==> config.mk <==
export PLATFORM = sky130hd
export DESIGN_NAME = elevator_scan_controller
export DESIGN_NICKNAME = d
export VERILOG_FILES = /design/src/rtl/elevator_pkg.sv /design/src/rtl/elevator_call_scan.sv /design/src/rtl/elevator_scan_controller.sv
export SDC_FILE = /design/constraint.sdc
export NUM_CORES = 1
export LEC_CHECK = 0
export ABC_CLOCK_PERIOD_IN_PS = 3500
export CAP_MARGIN = 20
export CORE_ASPECT_RATIO = 0.9
export CORE_UTILIZATION = 40
export DETAILED_ROUTE_END_ITERATION = 8
export PLACE_DENSITY = 0.64
export SYNTH_ARGS = -nofsm -noshare
export SYNTH_HDL_FRONTEND = slang
export SYNTH_SLANG_ARGS = --single-unit
==> constraint.sdc <==
create_clock -name CLK -period 3.5 [get_ports CLK]
set_input_delay 0.35 -clock CLK [delete_from_list [all_inputs] [get_ports CLK]]
set_output_delay 0.35 -clock CLK [all_outputs]
set_load 0.05 [all_outputs]
==> src/rtl/elevator_pkg.sv <==
// Shared types and helpers for the SCAN elevator controller.
package elevator_pkg;

    // Widest pending mask the scan helper accepts; NUM_FLOORS must not exceed this.
    localparam int MAX_FLOORS = 32;

    localparam logic DIR_UP = 1'b1;
    localparam logic DIR_DN = 1'b0;

    typedef enum logic [2:0] {
        StIdle   = 3'd0,
        StMoveUp = 3'd1,
        StMoveDn = 3'd2,
        StDoor   = 3'd3,
        StHalt   = 3'd4
    } state_t;

    typedef struct packed {
        logic above;
        logic below;
    } scan_t;

    typedef struct packed {
        state_t st;
        logic   up;
    } decision_t;

    // Reports whether any call lies above or below the given floor.
    function automatic scan_t scan_calls(logic [MAX_FLOORS-1:0] mask, int floor);
        scan_t r;
        r.above = 1'b0;
        r.below = 1'b0;
        for (int i = 0; i < MAX_FLOORS; i++) begin
            if (mask[i] && (i > floor)) r.above = 1'b1;
            if (mask[i] && (i < floor)) r.below = 1'b1;
        end
        return r;
    endfunction

    // SCAN choice: serve here, else keep heading, else reverse, else rest.
    function automatic decision_t scan_decide(logic here, logic above, logic below, logic up);
        decision_t d;
        d.up = up;
        if (here) begin
            d.st = StDoor;
        end else if (up ? above : below) begin
            d.st = up ? StMoveUp : StMoveDn;
        end else if (up ? below : above) begin
            d.up = ~up;
            d.st = up ? StMoveDn : StMoveUp;
        end else begin
            d.st = StIdle;
        end
        return d;
    endfunction

endpackage

==> src/rtl/elevator_call_scan.sv <==
// Classifies outstanding calls relative to the car's current floor.
module elevator_call_scan
    import elevator_pkg::*;
#(
    parameter int unsigned NUM_FLOORS = 8,
    parameter int unsigned FLOOR_W    = $clog2(NUM_FLOORS)
) (
    input  logic [NUM_FLOORS-1:0] pending,
    input  logic [FLOOR_W-1:0]    cur_floor,
    output logic                  here,
    output logic                  above,
    output logic                  below
);

    scan_t sc;

    // Scan the mask around the current floor.
    always_comb begin
        sc    = scan_calls(MAX_FLOORS'(pending), int'(cur_floor));
        here  = |(pending & (NUM_FLOORS'(1) << cur_floor));
        above = sc.above;
        below = sc.below;
    end

endmodule

==> src/rtl/elevator_scan_controller.sv <==
// N-floor elevator controller: latched calls served in SCAN order, manual
// step mode, travel/door timers and an emergency stop.
module elevator_scan_controller
    import elevator_pkg::*;
#(
    parameter int unsigned NUM_FLOORS    = 8,
    parameter int unsigned FLOOR_W       = $clog2(NUM_FLOORS),
    parameter int unsigned TRAVEL_CYCLES = 2,
    parameter int unsigned DOOR_CYCLES   = 4
) (
    input  logic                  CLK,
    input  logic                  RESET,
    input  logic                  Control_TYPE,
    input  logic                  UPDN,
    input  logic [NUM_FLOORS-1:0] call_req,
    input  logic                  estop,
    output logic [FLOOR_W-1:0]    cur_floor,
    output logic                  door_open,
    output logic                  dir_up,
    output logic [NUM_FLOORS-1:0] pending,
    output logic [2:0]            state,
    output logic [2:0]            next_state
);

    localparam int unsigned TCW = (TRAVEL_CYCLES > 1) ? $clog2(TRAVEL_CYCLES) : 1;
    localparam int unsigned DCW = (DOOR_CYCLES > 1) ? $clog2(DOOR_CYCLES) : 1;

    state_t                state_q, state_d;
    logic [FLOOR_W-1:0]    floor_q, floor_d;
    logic                  dir_q, dir_d;
    logic [NUM_FLOORS-1:0] pending_q, pending_d;
    logic [TCW-1:0]        travel_q, travel_d;
    logic [DCW-1:0]        dwell_q, dwell_d;
    logic                  manual_q, manual_d;
    logic                  door_open_q;

    logic                  here, above, below;
    logic [FLOOR_W-1:0]    arr_floor;
    logic                  arr_here;
    scan_t                 arr_scan;
    decision_t             dec;
    logic [NUM_FLOORS-1:0] clear_mask;
    logic                  at_top, at_bot;

    elevator_call_scan #(
        .NUM_FLOORS (NUM_FLOORS),
        .FLOOR_W    (FLOOR_W)
    ) u_call_scan (
        .pending   (pending_q),
        .cur_floor (floor_q),
        .here      (here),
        .above     (above),
        .below     (below)
    );

    // Floor the car lands on at the end of the current travel step.
    always_comb begin
        arr_floor = (state_q == StMoveDn) ? floor_q - FLOOR_W'(1) : floor_q + FLOOR_W'(1);
        arr_here  = |(pending_q & (NUM_FLOORS'(1) << arr_floor));
        arr_scan  = scan_calls(MAX_FLOORS'(pending_q), int'(arr_floor));
        at_top    = (floor_q == FLOOR_W'(NUM_FLOORS - 1));
        at_bot    = (floor_q == '0);
    end

    // Next-state, counter and call-clear decisions.
    always_comb begin
        state_d    = state_q;
        floor_d    = floor_q;
        dir_d      = dir_q;
        travel_d   = travel_q;
        dwell_d    = dwell_q;
        manual_d   = manual_q;
        clear_mask = '0;
        dec        = '{st: StIdle, up: dir_q};

        case (state_q)
            StIdle: begin
                travel_d = '0;
                dwell_d  = '0;
                if (!Control_TYPE) begin
                    // Manual mode latches here so a run keeps stepping until an end floor.
                    manual_d = 1'b1;
                    if (UPDN && !at_top) begin
                        state_d = StMoveUp;
                        dir_d   = DIR_UP;
                    end else if (!UPDN && !at_bot) begin
                        state_d = StMoveDn;
                        dir_d   = DIR_DN;
                    end
                end else begin
                    manual_d = 1'b0;
                    dec      = scan_decide(here, above, below, dir_q);
                    state_d  = dec.st;
                    dir_d    = dec.up;
                    if (dec.st == StDoor) clear_mask = NUM_FLOORS'(1) << floor_q;
                end
            end

            StMoveUp, StMoveDn: begin
                if (travel_q == TCW'(TRAVEL_CYCLES - 1)) begin
                    travel_d = '0;
                    floor_d  = arr_floor;
                    if (manual_q) begin
                        if ((state_q == StMoveUp && arr_floor == FLOOR_W'(NUM_FLOORS - 1)) ||
                            (state_q == StMoveDn && arr_floor == '0)) begin
                            state_d = StIdle;
                        end
                    end else begin
                        dec     = scan_decide(arr_here, arr_scan.above, arr_scan.below, dir_q);
                        state_d = dec.st;
                        dir_d   = dec.up;
                        dwell_d = '0;
                        if (dec.st == StDoor) clear_mask = NUM_FLOORS'(1) << arr_floor;
                    end
                end else begin
                    travel_d = travel_q + TCW'(1);
                end
            end

            StDoor: begin
                // A call to the open floor is absorbed and holds the door instead.
                clear_mask = NUM_FLOORS'(1) << floor_q;
                travel_d   = '0;
                if (|(call_req & clear_mask)) begin
                    dwell_d = '0;
                end else if (dwell_q == DCW'(DOOR_CYCLES - 1)) begin
                    dwell_d = '0;
                    dec     = scan_decide(here, above, below, dir_q);
                    state_d = dec.st;
                    dir_d   = dec.up;
                end else begin
                    dwell_d = dwell_q + DCW'(1);
                end
            end

            StHalt: begin
                if (!estop) state_d = StIdle;
            end

            default: state_d = StIdle;
        endcase

        if (estop) begin
            state_d    = StHalt;
            floor_d    = floor_q;
            dir_d      = dir_q;
            manual_d   = manual_q;
            travel_d   = '0;
            dwell_d    = '0;
            clear_mask = '0;
        end

        pending_d = (pending_q | call_req) & ~clear_mask;
    end

    // State and output registers with synchronous reset.
    always_ff @(posedge CLK) begin
        if (RESET) begin
            state_q     <= StIdle;
            floor_q     <= '0;
            dir_q       <= DIR_UP;
            pending_q   <= '0;
            travel_q    <= '0;
            dwell_q     <= '0;
            manual_q    <= 1'b0;
            door_open_q <= 1'b0;
        end else begin
            state_q     <= state_d;
            floor_q     <= floor_d;
            dir_q       <= dir_d;
            pending_q   <= pending_d;
            travel_q    <= travel_d;
            dwell_q     <= dwell_d;
            manual_q    <= manual_d;
            door_open_q <= (state_d == StDoor);
        end
    end

    assign cur_floor  = floor_q;
    assign door_open  = door_open_q;
    assign dir_up     = dir_q;
    assign pending    = pending_q;
    assign state      = state_q;
    assign next_state = RESET ? StIdle : state_d;

endmodule

* After elaboration in Yosys (flattened, before gate mapping)
Index checks and enable logic that the tools add are counted. W data, S select, Z words.
Storage, ports and cells: bits in latches 0, memories 0, memory bits (writable) 0, output and inout bits 19, ROM bits 0, flip-flop bits (word level) 20, input bits 13
Operators by class: magnitude comparators 28, divide/modulo/power cells 0, multiplexer cells 86, shift operators 2, $mul 0, equality and inequality tests 17, bitwise gates (word level) 8, reduce and logical (&&, ||, !) cells 51, $add $sub $neg 4
Operators by type and width (number):
- $mux W3 | 17
- $mux W8 | 6
- $mux W1 | 47
- $and A8 B8 Y8 | 4
- $logic_and A1 B1 Y1 | 32
- $gt A3 B3 Y1 const A | 8
- $pmux W8 S3 | 1
- $reduce_or A8 Y1 | 3
- $mux W2 | 11
- $lt A3 B3 Y1 const A | 6
- $shl A1 B3 Y8 const A | 2
- $eq A3 B2 Y1 const B | 5
- $ne A2 B2 Y1 const B | 7
- $gt A2 B3 Y1 const A | 4
- $lt A1 B3 Y1 const A | 4
- $lt A2 B3 Y1 const A | 4
- $reduce_and A10 Y1 | 1
- $logic_not A3 Y1 | 3
- $pmux W3 S3 | 1
- $not A8 Y8 | 1
- $or A8 B8 Y8 | 1
- $eq A3 B3 Y1 const B | 2
- $gt A1 B3 Y1 const A | 2
- $pmux W2 S3 | 1
- 17 further kinds | 23

* Logic depth before layout (Yosys ltp)
word-level depth 26, mapped depth 10, mapped depth without buffers 9

* By module
From an unflattened synthesis, not the netlist that was laid out.
Second synthesis, totals: cell total of the unflattened synthesis 232, area total of the unflattened synthesis 1895.6 um^2
Modules (own cells, without submodules):
- elevator_scan_controller | area an instance 1690.4 um^2, times used 1, cells each 205
- elevator_call_scan | area an instance 205.2 um^2, times used 1, cells each 27

* Worst setup path before layout
No wires, ideal clock.
path kind register to output, start reg floor_q[0], in the netlist cur_floor[0], end out next_state[0], cell stages (with the launch flop) 11, data required time 3.150 ns, data arrival time 3.581 ns, slack -0.431 ns, path through dfxtp_1 > inv_1 > ha_1 > buf_2 > and2b_1 > a2bb2oi_4 > o21bai_2 > a211oi_2 > o21ai_1 > a311o_1 > a21boi_1
Between the ends: cells in the longest elaborated chain, start to end 23, elaborated cells between the ends (all ways) 132, classes of those cells 2 x add/sub; 28 x order compare; 2 x eq/ne; 2 x shift; 55 x mux; 3 x bitwise; 40 x reduce/logical
Ends and longest elaborated chain:
- start, declared | line elevator_scan_controller.sv:29 | logic [FLOOR_W-1:0] floor_q, floor_d;
- start signal, assigned | line elevator_scan_controller.sv:169 | floor_q <= floor_d;
- $add A3 B1 Y3 / $sub A3 B1 Y3 (equally long branches) | line elevator_scan_controller.sv:58 | arr_floor = (state_q == StMoveDn) ? floor_q - FLOOR_W'(1) : floor_q + FLOOR_W'(1);
- $mux W3 | line elevator_scan_controller.sv:58
- $gt A1 B3 Y1 / $lt A1 B3 Y1 (equally long branches) | line elevator_pkg.sv:34, elevator_pkg.sv:35
- $logic_and A1 B1 Y1 (on tied branches) | line elevator_pkg.sv:34, elevator_pkg.sv:35
- $mux W1 (on tied branches) (7 in a row) | line elevator_pkg.sv:34, elevator_pkg.sv:35
- $mux W1 | line elevator_pkg.sv:48 | end else if (up ? below : above) begin
- $mux W2 | line elevator_pkg.sv:48
- $mux W2 | line elevator_pkg.sv:46 | end else if (up ? above : below) begin
- $mux W3 | line elevator_pkg.sv:44 | if (here) begin
- $mux W3 | line elevator_scan_controller.sv:103 | if (manual_q) begin
- $mux W3 | line elevator_scan_controller.sv:100 | if (travel_q == TCW'(TRAVEL_CYCLES - 1)) begin
- $mux W3 | line elevator_scan_controller.sv:76 | case (state_q)
- $mux W3 | line elevator_scan_controller.sv:103
- $mux W3 | line elevator_scan_controller.sv:100
- $pmux W3 S3 (*) | line elevator_scan_controller.sv:76
- $mux W3 (*) | line elevator_scan_controller.sv:143 | if (estop) begin
- $mux W3 (*)
- end, declared | line elevator_scan_controller.sv:22 | output logic [2:0] next_state
Mark *: on every way between the ends. The rest lies on a longest branch, timed or not. The select of a mux whose other input is x is not followed.

* Worst setup path in the final report
start reg floor_q[0], in the netlist cur_floor[0], end out next_state[1]
The elaborated chain is that of the path after synthesis.

==> impl_metrics.ini <==
[outcome]
status = finished, final reports clean

[drt]
finalWirelength_um = 6530
via_count = 2253
drt_first_iter_violations = 217
via_per_inst = 6.55
wl_per_cell_um = 19.0
ant_nets = 0
drc_errors = 0
drt_pass1_iterations = 7

[synth]
synthesis.area_mm2 = 0.00206
synth_top_family_by_area = compound AO/OA/AOI/OAI gates
post_synth.cell_area_avg_um2 = 8.21
synthSimpleGateAreaFrac_pct = 26.1
synth_async_sr_flop_share_pct = 0
synth-compound-area-share_pct = 35.8
synth_top_flop_cell = dfxtp_1
ys_seq_elements = 20
synth-seq-area-share_pct = 19.4
syn_nets = 272
synth_edf_count = 0
muxShareOfSynthArea_pct = 3.52
synth_warnings = 0
syn_inst = 251
ys_types = 71
synth_xor_area_share_pct = 3.83
synthAdderAreaFrac_pct = 4.86

[global_routing]
antenna_found_initial = 0
track_usage_pct = 24.0
grt_pass1_wl_um = 10300
grt-ovfl-total = 0
grt_pass1_vias = 2018
grt_max_degree = 18

[timing]
rsz0062_at_grt = true
slew_violations = 0
finClkSkew_ns = 0.00996
min_period_ns = 3.40
worst_slew_pin_slew_ns = 0.591
whs_ns = 0.498
min_period_over_period_pct = 97.1
finalHoldViolations = 0
fmax_mhz = 294
relSlewSlack_pct = 60.5
setup_viol = 0

[placed_design]
globalplace.congestion = 0.934
dpl.cell_count = 339
placed_area_mm2 = 0.00244
dpl.hpwl_um = 4870
port_buffers = 31

[critical_path]
endpoint_kind = output port
cp_slowest_cell = a2111o_1
critPathTopFamily = compound AO/OA/AOI/OAI gates
cp-start-kind = flip-flop
crit_required_ns = 3.15
worstSetupPathType = flip-flop to output port
crit_chain = buf_4 > ha_1 > a222oi_1 > mux2i_1 > a221o_1 > a2111o_1 > a21o_1 > o31a_1 > buf_12
critPathMaxFanout = 10
crit_buf_inv = 2
arrival_ns = 3.05
cp_slowest_stage_delay_ns = 0.43

[clocking]
h-tree-depth = 1
cts_made_buffers = 3
clk_pin_slew_ns = 0.08
cts_root_buffer = clkbuf_8
worstSkewPairLatency_ns = 0.26
cts-hold-fix-buffers = 0
cts.sink_count = 20
cts_buffer_depth = 2
cts_tree = yes

[cells_and_area]
final_cell_mix = clkdlybuf4s50_1 (29), nor2_1 (26), dfxtp_1 (18), o21ai_0 (13)
fin_nets = 302
final_common_cell = clkdlybuf4s50_1
postLayoutCellArea_mm2 = 0.00253
area_growth_pct = 22.8
drive_gt1_share_pct = 17.2
instances_no_fill = 344
diodes = 0
postLayoutCoreUtil_pct = 51.7

[flow_run]
max_cap_violations = 0

[power]
p_per_area_mw_per_mm2 = 243
power_leakage_uw = 0.000894
ir_drop_uv = 208

[floorplan]
coreArea_mm2 = 0.00489
die_width_um = 77.7
placementRows = 24
io_pins = 32
die_height_um = 70.1
die_area_mm2 = 0.00544
start_util_pct = 42.1

[hold_path]
hold_path_class = flip-flop to flip-flop
-- synthesized netlist by cell type (all sizes together) (6+ instances only) --
master / instances / area share [%]
o21ai: 14 / 3.4
nor3: 11 / 2.7
nor2: 26 / 4.7
dfxtp: 20 / 19
buf: 11 / 3.9
nand3: 8 / 1.9
inv: 9 / 1.6
ha: 8 / 4.9
a21oi: 13 / 4.1
a211oi: 8 / 3.2
nand2b: 6 / 1.8
nand2: 11 / 2.0
-- routing by layer --
layer  GRT usage (%)  vias up  share of wire (%)
met1            34.1     1054                 43
met3            3.79       20                 11
li1                -     1033                  -
met4            7.34        0                2.8
met2            36.8      146                 43
met5               0        -                  0
-- state kept, by name, summed over array words and instances (netlist names) --
name and flops:
cur_floor 3, dwell_q 2, door_open 1, dir_up 1, state 3, pending 8
travel_q 1, manual_q 1
-- final cells by class --
| class | count | area, um^2 |
|---|---|---|
| Clock buffer | 3 | 41.3 |
| Fill cell | 470 | 2360 |
| Sequential cell | 20 | 408 |
| Timing Repair Buffer | 41 | 405 |
| Multi-Input combinational cell | 206 | 1560 |
| Tap cell | 65 | 81.3 |
| Inverter | 9 | 37.5 |
-- worst register-to-register path: cells and delay by family, from the launching register on --
family                   cells  cell delay [ns]
AO/OA/AOI/OAI                4             1.65
adder cells (fa/ha/maj)      1             0.29
buffers and inverters        1             0.18
flip-flops                   1             0.39
multiplexers                 1             0.13
AND/OR/NAND/NOR              1             0.19
-- final timing paths --
| path | cells past startpoint | to | start | slack (ns) |
|---|---|---|---|---|
| worst max-delay path | 9 | next_state[1] | cur_floor[0] | 0.1 |
| worst min-delay path | 2 | dwell_q[1] | dwell_q[1] | 0.50 |
| worst max register to register | 8 | pending[6] | cur_floor[0] | 0.58 |
| worst min register to register | 2 | dwell_q[1] | dwell_q[1] | 0.50 |
-- repair_timing --
action | in CTS | in global routing
resized for setup | 0 | 9
setup endpoints to repair | 0 | 2
setup buffers | 0 | 2
-- power breakdown --
part,switching (uW),internal (uW),total (uW)
Sequential,26.8,236,263
Clock,76.1,76.6,153
Combinational,115,83.9,199
Total,218,397,615
-- metrics by stage --
step	TNS [ns]	total power (uW)	setup slack (ns)
2_1_floorplan	0	398	0.0612
3_3_place_gp	0	464	0.334
3_5_place_dp	0	463	0.317
4_1_cts	0	618	0.0314
5_1_grt	-0.0210	642	-0.0210
6_report	0	615	0.0998
-- kinds of logic (layout without fill, tap and decap cells) --
| group | Yosys count | in the layout |
|---|---|---|
| AO/OA/AOI/OAI | 87 | 87 |
| XOR/XNOR | 6 | 6 |
| adder cells (fa/ha/maj) | 8 | 8 |
| buffers and inverters | 25 | 53 |
| flip-flops | 20 | 20 |
| multiplexers | 7 | 7 |
| AND/OR/NAND/NOR | 98 | 98 |
Power figures use the tool's default switching activity.
